===== config.mk =====
export PLATFORM = sky130hd
export DESIGN_NAME = cr_sensor_conditioner
export DESIGN_NICKNAME = d
export VERILOG_FILES = /design/src/rtl/cr_sensor_conditioner.sv
export SDC_FILE = /design/constraint.sdc
export NUM_CORES = 1
export LEC_CHECK = 0
export CAP_MARGIN = 20
export CORE_AREA = 2 2 39 41
export CTS_CLUSTER_DIAMETER = 80
export CTS_CLUSTER_SIZE = 20
export DETAILED_ROUTE_END_ITERATION = 6
export DIE_AREA = 0 0 41 43
export DONT_BUFFER_PORTS = 1
export RECOVER_POWER = 50
export SLEW_MARGIN = 10
export SYNTH_ARGS = -nofsm -noshare
export SYNTH_HDL_FRONTEND = slang
export SYNTH_SLANG_ARGS = --single-unit

===== constraint.sdc =====
create_clock -name clk -period 1.4 [get_ports clk]
set_clock_uncertainty 0.2 [all_clocks]
set_input_delay 0.07 -clock clk [delete_from_list [all_inputs] [get_ports clk]]
set_output_delay 0.07 -clock clk [all_outputs]
set_load 0.02 [all_outputs]

===== src/rtl/cr_sensor_conditioner.sv =====
// Side-road vehicle detector conditioner: synchroniser, symmetric debounce and request latch.
// Optional arrival statistics counter enabled by defining CR_SENSOR_STATS_EN.
module cr_sensor_conditioner #(
    parameter int unsigned SYNC_STAGES = 2,
    parameter int unsigned DB_CYCLES   = 8,
    parameter int unsigned CNT_W       = 8
) (
    input  logic             clk,
    input  logic             rst,
    input  logic             sensor_raw,
    input  logic             cr_served,
    output logic             sensor,
    output logic             db_level,
    output logic             car_arrive,
    output logic [CNT_W-1:0] car_count
);

    localparam int unsigned DBC_W = $clog2(DB_CYCLES + 1);
    localparam logic [DBC_W-1:0] DBC_LAST = DBC_W'(DB_CYCLES - 1);

    logic [SYNC_STAGES-1:0] sync_q, sync_d;
    logic [DBC_W-1:0]       dbc_q, dbc_d;
    logic                   db_level_q, db_level_d;
    logic                   req_q, req_d;
    logic                   car_arrive_q, car_arrive_d;
    logic                   sync_bit;

    assign sync_bit = sync_q[SYNC_STAGES-1];

    always_comb begin
        sync_d = {sync_q[SYNC_STAGES-2:0], sensor_raw};
    end

    // Debounce: a new level must be seen DB_CYCLES consecutive cycles; any return restarts.
    always_comb begin
        dbc_d      = dbc_q;
        db_level_d = db_level_q;
        if (sync_bit == db_level_q) begin
            dbc_d = '0;
        end else if (dbc_q == DBC_LAST) begin
            db_level_d = sync_bit;
            dbc_d      = '0;
        end else begin
            dbc_d = dbc_q + DBC_W'(1);
        end
        // Set wins over clear so a fresh arrival is never lost while being served.
        req_d        = db_level_d | (req_q & ~cr_served);
        car_arrive_d = db_level_d & ~db_level_q;
    end

    always_ff @(posedge clk) begin
        if (rst) begin
            sync_q       <= '0;
            dbc_q        <= '0;
            db_level_q   <= 1'b0;
            req_q        <= 1'b0;
            car_arrive_q <= 1'b0;
        end else begin
            sync_q       <= sync_d;
            dbc_q        <= dbc_d;
            db_level_q   <= db_level_d;
            req_q        <= req_d;
            car_arrive_q <= car_arrive_d;
        end
    end

    assign sensor     = req_q;
    assign db_level   = db_level_q;
    assign car_arrive = car_arrive_q;

`ifdef CR_SENSOR_STATS_EN
    logic [CNT_W-1:0] car_count_q, car_count_d;

    // Saturating arrival counter, cleared only by reset.
    always_comb begin
        car_count_d = car_count_q;
        if (car_arrive_q && (car_count_q != {CNT_W{1'b1}})) begin
            car_count_d = car_count_q + CNT_W'(1);
        end
    end

    always_ff @(posedge clk) begin
        if (rst) begin
            car_count_q <= '0;
        end else begin
            car_count_q <= car_count_d;
        end
    end

    assign car_count = car_count_q;
`else
    assign car_count = '0;
`endif

endmodule


Word-level counts from Yosys, hierarchy flattened
Index checks and enable logic that the tools add are counted.
Cells by class
  eq/ne operators: 2
  reductions and logical operators: 1
  order comparisons: 0
  $add $sub $neg: 1
  multipliers: 0
  shift-type cells: 0
  bitwise logic cells: 5
  muxes and demuxes: 2
  div/mod/pow operators: 0
Operators by type and width (count)
  adder 4 x 1 -> 4 bit (second input constant): 1
  equality test 4 x 3 -> 1 bit (second input constant): 1
  OR reduction 3 bit: 1
  AND 1 bit: 2
  two-way mux 1 bit: 2
  NOT 1 bit: 2
  equality test 1 bit: 1
  OR 1 bit: 1
Word-level totals
  RAM bits: 0
  bits in read-only memories: 0
  bits of input ports: 4
  memories kept: 0
  output and inout port bits: 11
  latch bits: 0
  logic and storage cells: 16
  register bits after elaboration: 9

Depth between registers and ports, before layout
  depth after elaboration: 4
  gate-level depth with buffers: 4
  depth with buffers taken out: 4

Worst setup path after synthesis
OpenSTA, ideal clock, no wires.
  kind: register -> register
  start: register dbc_q[0]
  end: register req_q, in the netlist sensor
  buffers on the path: 0
  data arrival time: 910 ps
  cell stages (with the launch flop): 5
  period minus slack after synthesis: 1234 ps
  required time: 1076 ps
  path slack: 166 ps
  setup time: 124 ps
  cells stage by stage: dfxtp_1 > ha_1 > nand3b_4 > mux2i_1 > a21oi_1
Between the ends
  word-level cells in the longest chain between the ends: 4
Ends and longest elaborated chain
  start, declared: RTL line 22  | logic [DBC_W-1:0] dbc_q, dbc_d;
  start signal, assigned: RTL line 54  | dbc_q <= '0;
  start signal, assigned: RTL line 60  | dbc_q <= dbc_d;
  equality test 4 x 3 -> 1 bit: RTL line 40  | end else if (dbc_q == DBC_LAST) begin
  two-way mux 1 bit: RTL line 40
  two-way mux 1 bit: RTL line 38  | if (sync_bit == db_level_q) begin
  OR 1 bit: RTL line 47  | req_d = db_level_d | (req_q & ~cr_served);
  end signal, assigned: RTL line 62  | req_q <= req_d;
  end, declared: RTL line 24  | logic req_q, req_d;
No other way between the ends.
A chain may end at the register's enable or synchronous reset.

Final worst setup path
Ends and elaborated chain as after synthesis.

==> metrics.md <==
| Metric | Value |
|---|---|
| Starting utilization of the core area | `0.2785` |
| Diode insertion count for antenna repair | `0` |
| Cells on Worst Hold Path | `1` |
| Cell area after synthesis | `385.4 sq um` |
| Cell area power density | `1130 nW/um^2` |
| Met2 routed wirelength | `251 um` |
| Most used standard cell by instance count after synthesis | `dfxtp_1` |
| Share of flip-flops with an asynchronous set or reset | `0` |
| RSZ-0062 raised after global routing | `false` |
| Number of max-slew violations in the final report | `0` |
| H-tree depth | `1` |
| Share of power burned in combinational logic | `0.069` |
| Setup TNS | `0 ps` |
| Area added between synthesis and finish | `13.96%` |
| Total clock buffers created by CTS | `3` |
| Die ar. | `1763 sq um` |
| Seq pwr share | `0.527` |
| Io pins | `15` |
| Sw Ratio | `0.2453` |
| Share of the synthesized area in the top cell type | `0.4675` |
| Synthesized area per cell | `10.42 sq um` |
| Vertical die dimension | `43 um` |
| Leading cell types by count after synthesis | `dfxtp_1 (9), buf_4 (8), nor2_1 (4)` |
| DRC violations left | `0` |
| # Post-CTS Setup Buffers | `0` |
| Total half-perimeter wirelength after legalization and detailed placement | `351 um` |
| Leakage dissipation | `0.2282 nW` |
| Antenna Nets Post-Route | `0` |
| Hold Fails Final Rpt | `0` |
| Cell types with the largest area share after synthesis | `dfxtp_1 (47%), buf_4 (16%), xor2_1 (6.8%), nand3b_4 (5.2%), nor2_1 (3.9%)` |
| Post-synthesis sequential area ratio | `0.4675` |
| Critical-path top delay cell | `dfxtp_1` |
| Root buffer cell | `clkbuf_4` |
| Net switching power figure | `121.7 uW` |
| Classification of the worst setup path | `reg2reg` |
| Post-synthesis cell type count | `16` |
| Clock insertion delay at the later pin of the skew report | `260 ps` |
| Clock-pin slew of the registers on the worst-case setup and hold paths | `60 ps` |
| Startpoint class of the critical path | `flip-flop` |
| Most used DFF post-synth | `dfxtp_1` |
| Net count, final | `50` |
| Result of the run | `complete, no violations` |
| Number of violations reported at the end of detailed-routing iteration 0 | `1` |
| Global-route congestion overflow total | `0` |
| Core Area | `1384 sq um` |
| Worst slack at placement | `102.6 ps` |
| Final standard cell area without fillers | `439.2 sq um` |
| Cell type contributing the most total cell area after synthesis | `dfxtp_1` |
| Post-DR wirelength/cell | `8.783 um` |
| All-Layer GR Usage | `0.07359` |
| Clock sink total | `9` |
| Pin count of the biggest net entering global routing | `8` |
| Share of final-layout standard cells stronger than drive strength 1 | `0.1591` |
| Gate family responsible for the most delay along the worst path | `flip-flops` |
| Wirelength, routed | `527 um` |
| Max Fclk | `0.7811 GHz` |
| Clock period minus worst slack | `1280 ps` |
| Number of buffer and inverter instances along the worst setup path | `0` |
| CTS tree | `built` |
| Internal | `374.6 uW` |
| Endpoint class of the critical path | `flip-flop` |
| Crit-path max FO | `3` |
| Number of antenna violations at the first check in global routing | `0` |
| Highest routed metal layer | `met4` |
| Rows | `14` |
| Worst slack on hold paths | `237.5 ps` |
| Met1 wire length | `209 um` |
| Number of vias per cell | `3.817` |
| Data arrival time of the critical path | `1220 ps` |
| Setup slack of the critical path after layout | `119.7 ps` |
| Post-synthesis register bit count | `9` |
| Number of flops mapped to enable cells by yosys | `0` |
| Placement-stage cell area | `379.1 sq um` |
| Period utilization | `0.9145` |
| Vias in the first global route | `181` |
| Setup violation total in the final timing report | `0` |
| Required time of the worst setup path | `1340 ps` |
| Maximum root-to-sink buffer count | `2` |
| Clock Power Share | `0.404` |
| Count of port buffers added during placement | `0` |
| Vias after detailed routing | `229` |
| Cell breakdown of the critical path | `ha_2 -> nand3b_4 -> mux2i_2 -> a21oi_1` |
| Type of the worst min-delay path | `reg2reg` |
| Die extent in x | `41 um` |
| Cell count after synthesis | `37` |
| CP peak stage delay | `350 ps` |
| DR pass1 iterations | `2` |
| Max-cap violations | `0` |
| Cell depth of the worst setup path | `4` |
| Count of warnings emitted by yosys | `0` |
| Met3 wire length | `50 um` |
| Worst voltage drop across the vdd grid | `0.0002898 V` |
| Depth of the worst register-to-register path | `4` |
| Global-route wire length before repair | `765 um` |
| Routability cong. | `0.5123` |
==> through the flow <==
stage	power [mW]	util	std cells
floorplan	0.3081	-	44
global route	0.5232	0.3174	60
CTS	0.5070	0.3156	60
detailed placement	0.2918	0.2740	53
finish	0.4963	0.3174	60
global placement	0.2918	0.2740	53
==> final timing paths <==
check	startpoint	to	slack, ps
setup / recovery	dbc_q[0]	sensor	120
setup reg to reg	dbc_q[0]	sensor	120
hold / removal	sync_q[0]	sync_q[1]	240
hold reg to reg	sync_q[0]	sync_q[1]	240
==> flip-flops by register name, summed over array words and instances (netlist names) <==
name,cells
db_level,1
sensor,1
car_arrive,1
sync_q,2
dbc_q,4
==> repair_timing <==
action                                  in CTS  in global routing
gates resized for setup                      0                  2
hold buffers                                 3                  0
endpoints found under the hold margin        9                  0
endpoints found under the setup margin       0                  1
==> logic make-up after synthesis <==
family,count (synthesis),share of synthesized area
fa+ha+maj,1,0.03246
xor+xnor,3,0.06819
buf+inv,9,0.1656
other cells,1,0.009731
mux,1,0.02598
flops,9,0.4675
simple gates,12,0.2175
compound gates,1,0.01297
==> cell type report <==
cell class	count	area (sq um)
clock buffers	3	22.52
clock inverters	1	5.005
fillers	151	944.7
inverters	1	3.754
multi-input cells	26	173.9
flip-flops and latches	9	180.2
well taps	16	20.02
repair buffers	4	33.78
==> power by group through the flow <==
stage          registers, mW  clock network [mW]  logic, mW
2_1_floorplan          0.267                   0     0.0413
3_5_place_dp           0.267                   0     0.0248
4_1_cts                0.261               0.212     0.0335
5_1_grt                0.262               0.224     0.0373
6_report               0.261               0.201     0.0342
3_3_place_gp           0.267                   0     0.0247
==> routing by layer <==
metal | up-vias | GRT usage
li1 | 116 | -
met1 | 101 | 0.06189
met2 | 10 | 0.1031
met3 | 2 | 0.04712
met4 | 0 | 0.08000
met5 | - | 0
==> layout by cell type (no fill, tap or decap), drive strengths merged <==
cell	netlist	layout
a21oi	1	1
and3b	1	1
clkbuf	0	4
clkinv	0	1
conb	1	8
dfxtp	9	9
dlygate4sd3	0	3
ha	1	1
inv	1	1
mux2i	1	1
nand2b	1	1
nand3	1	1
nand3b	2	2
nor2	4	4
nor2b	2	2
nor4b	1	1
xor2	3	3
Note: power is estimated with default switching activity, not from simulation.
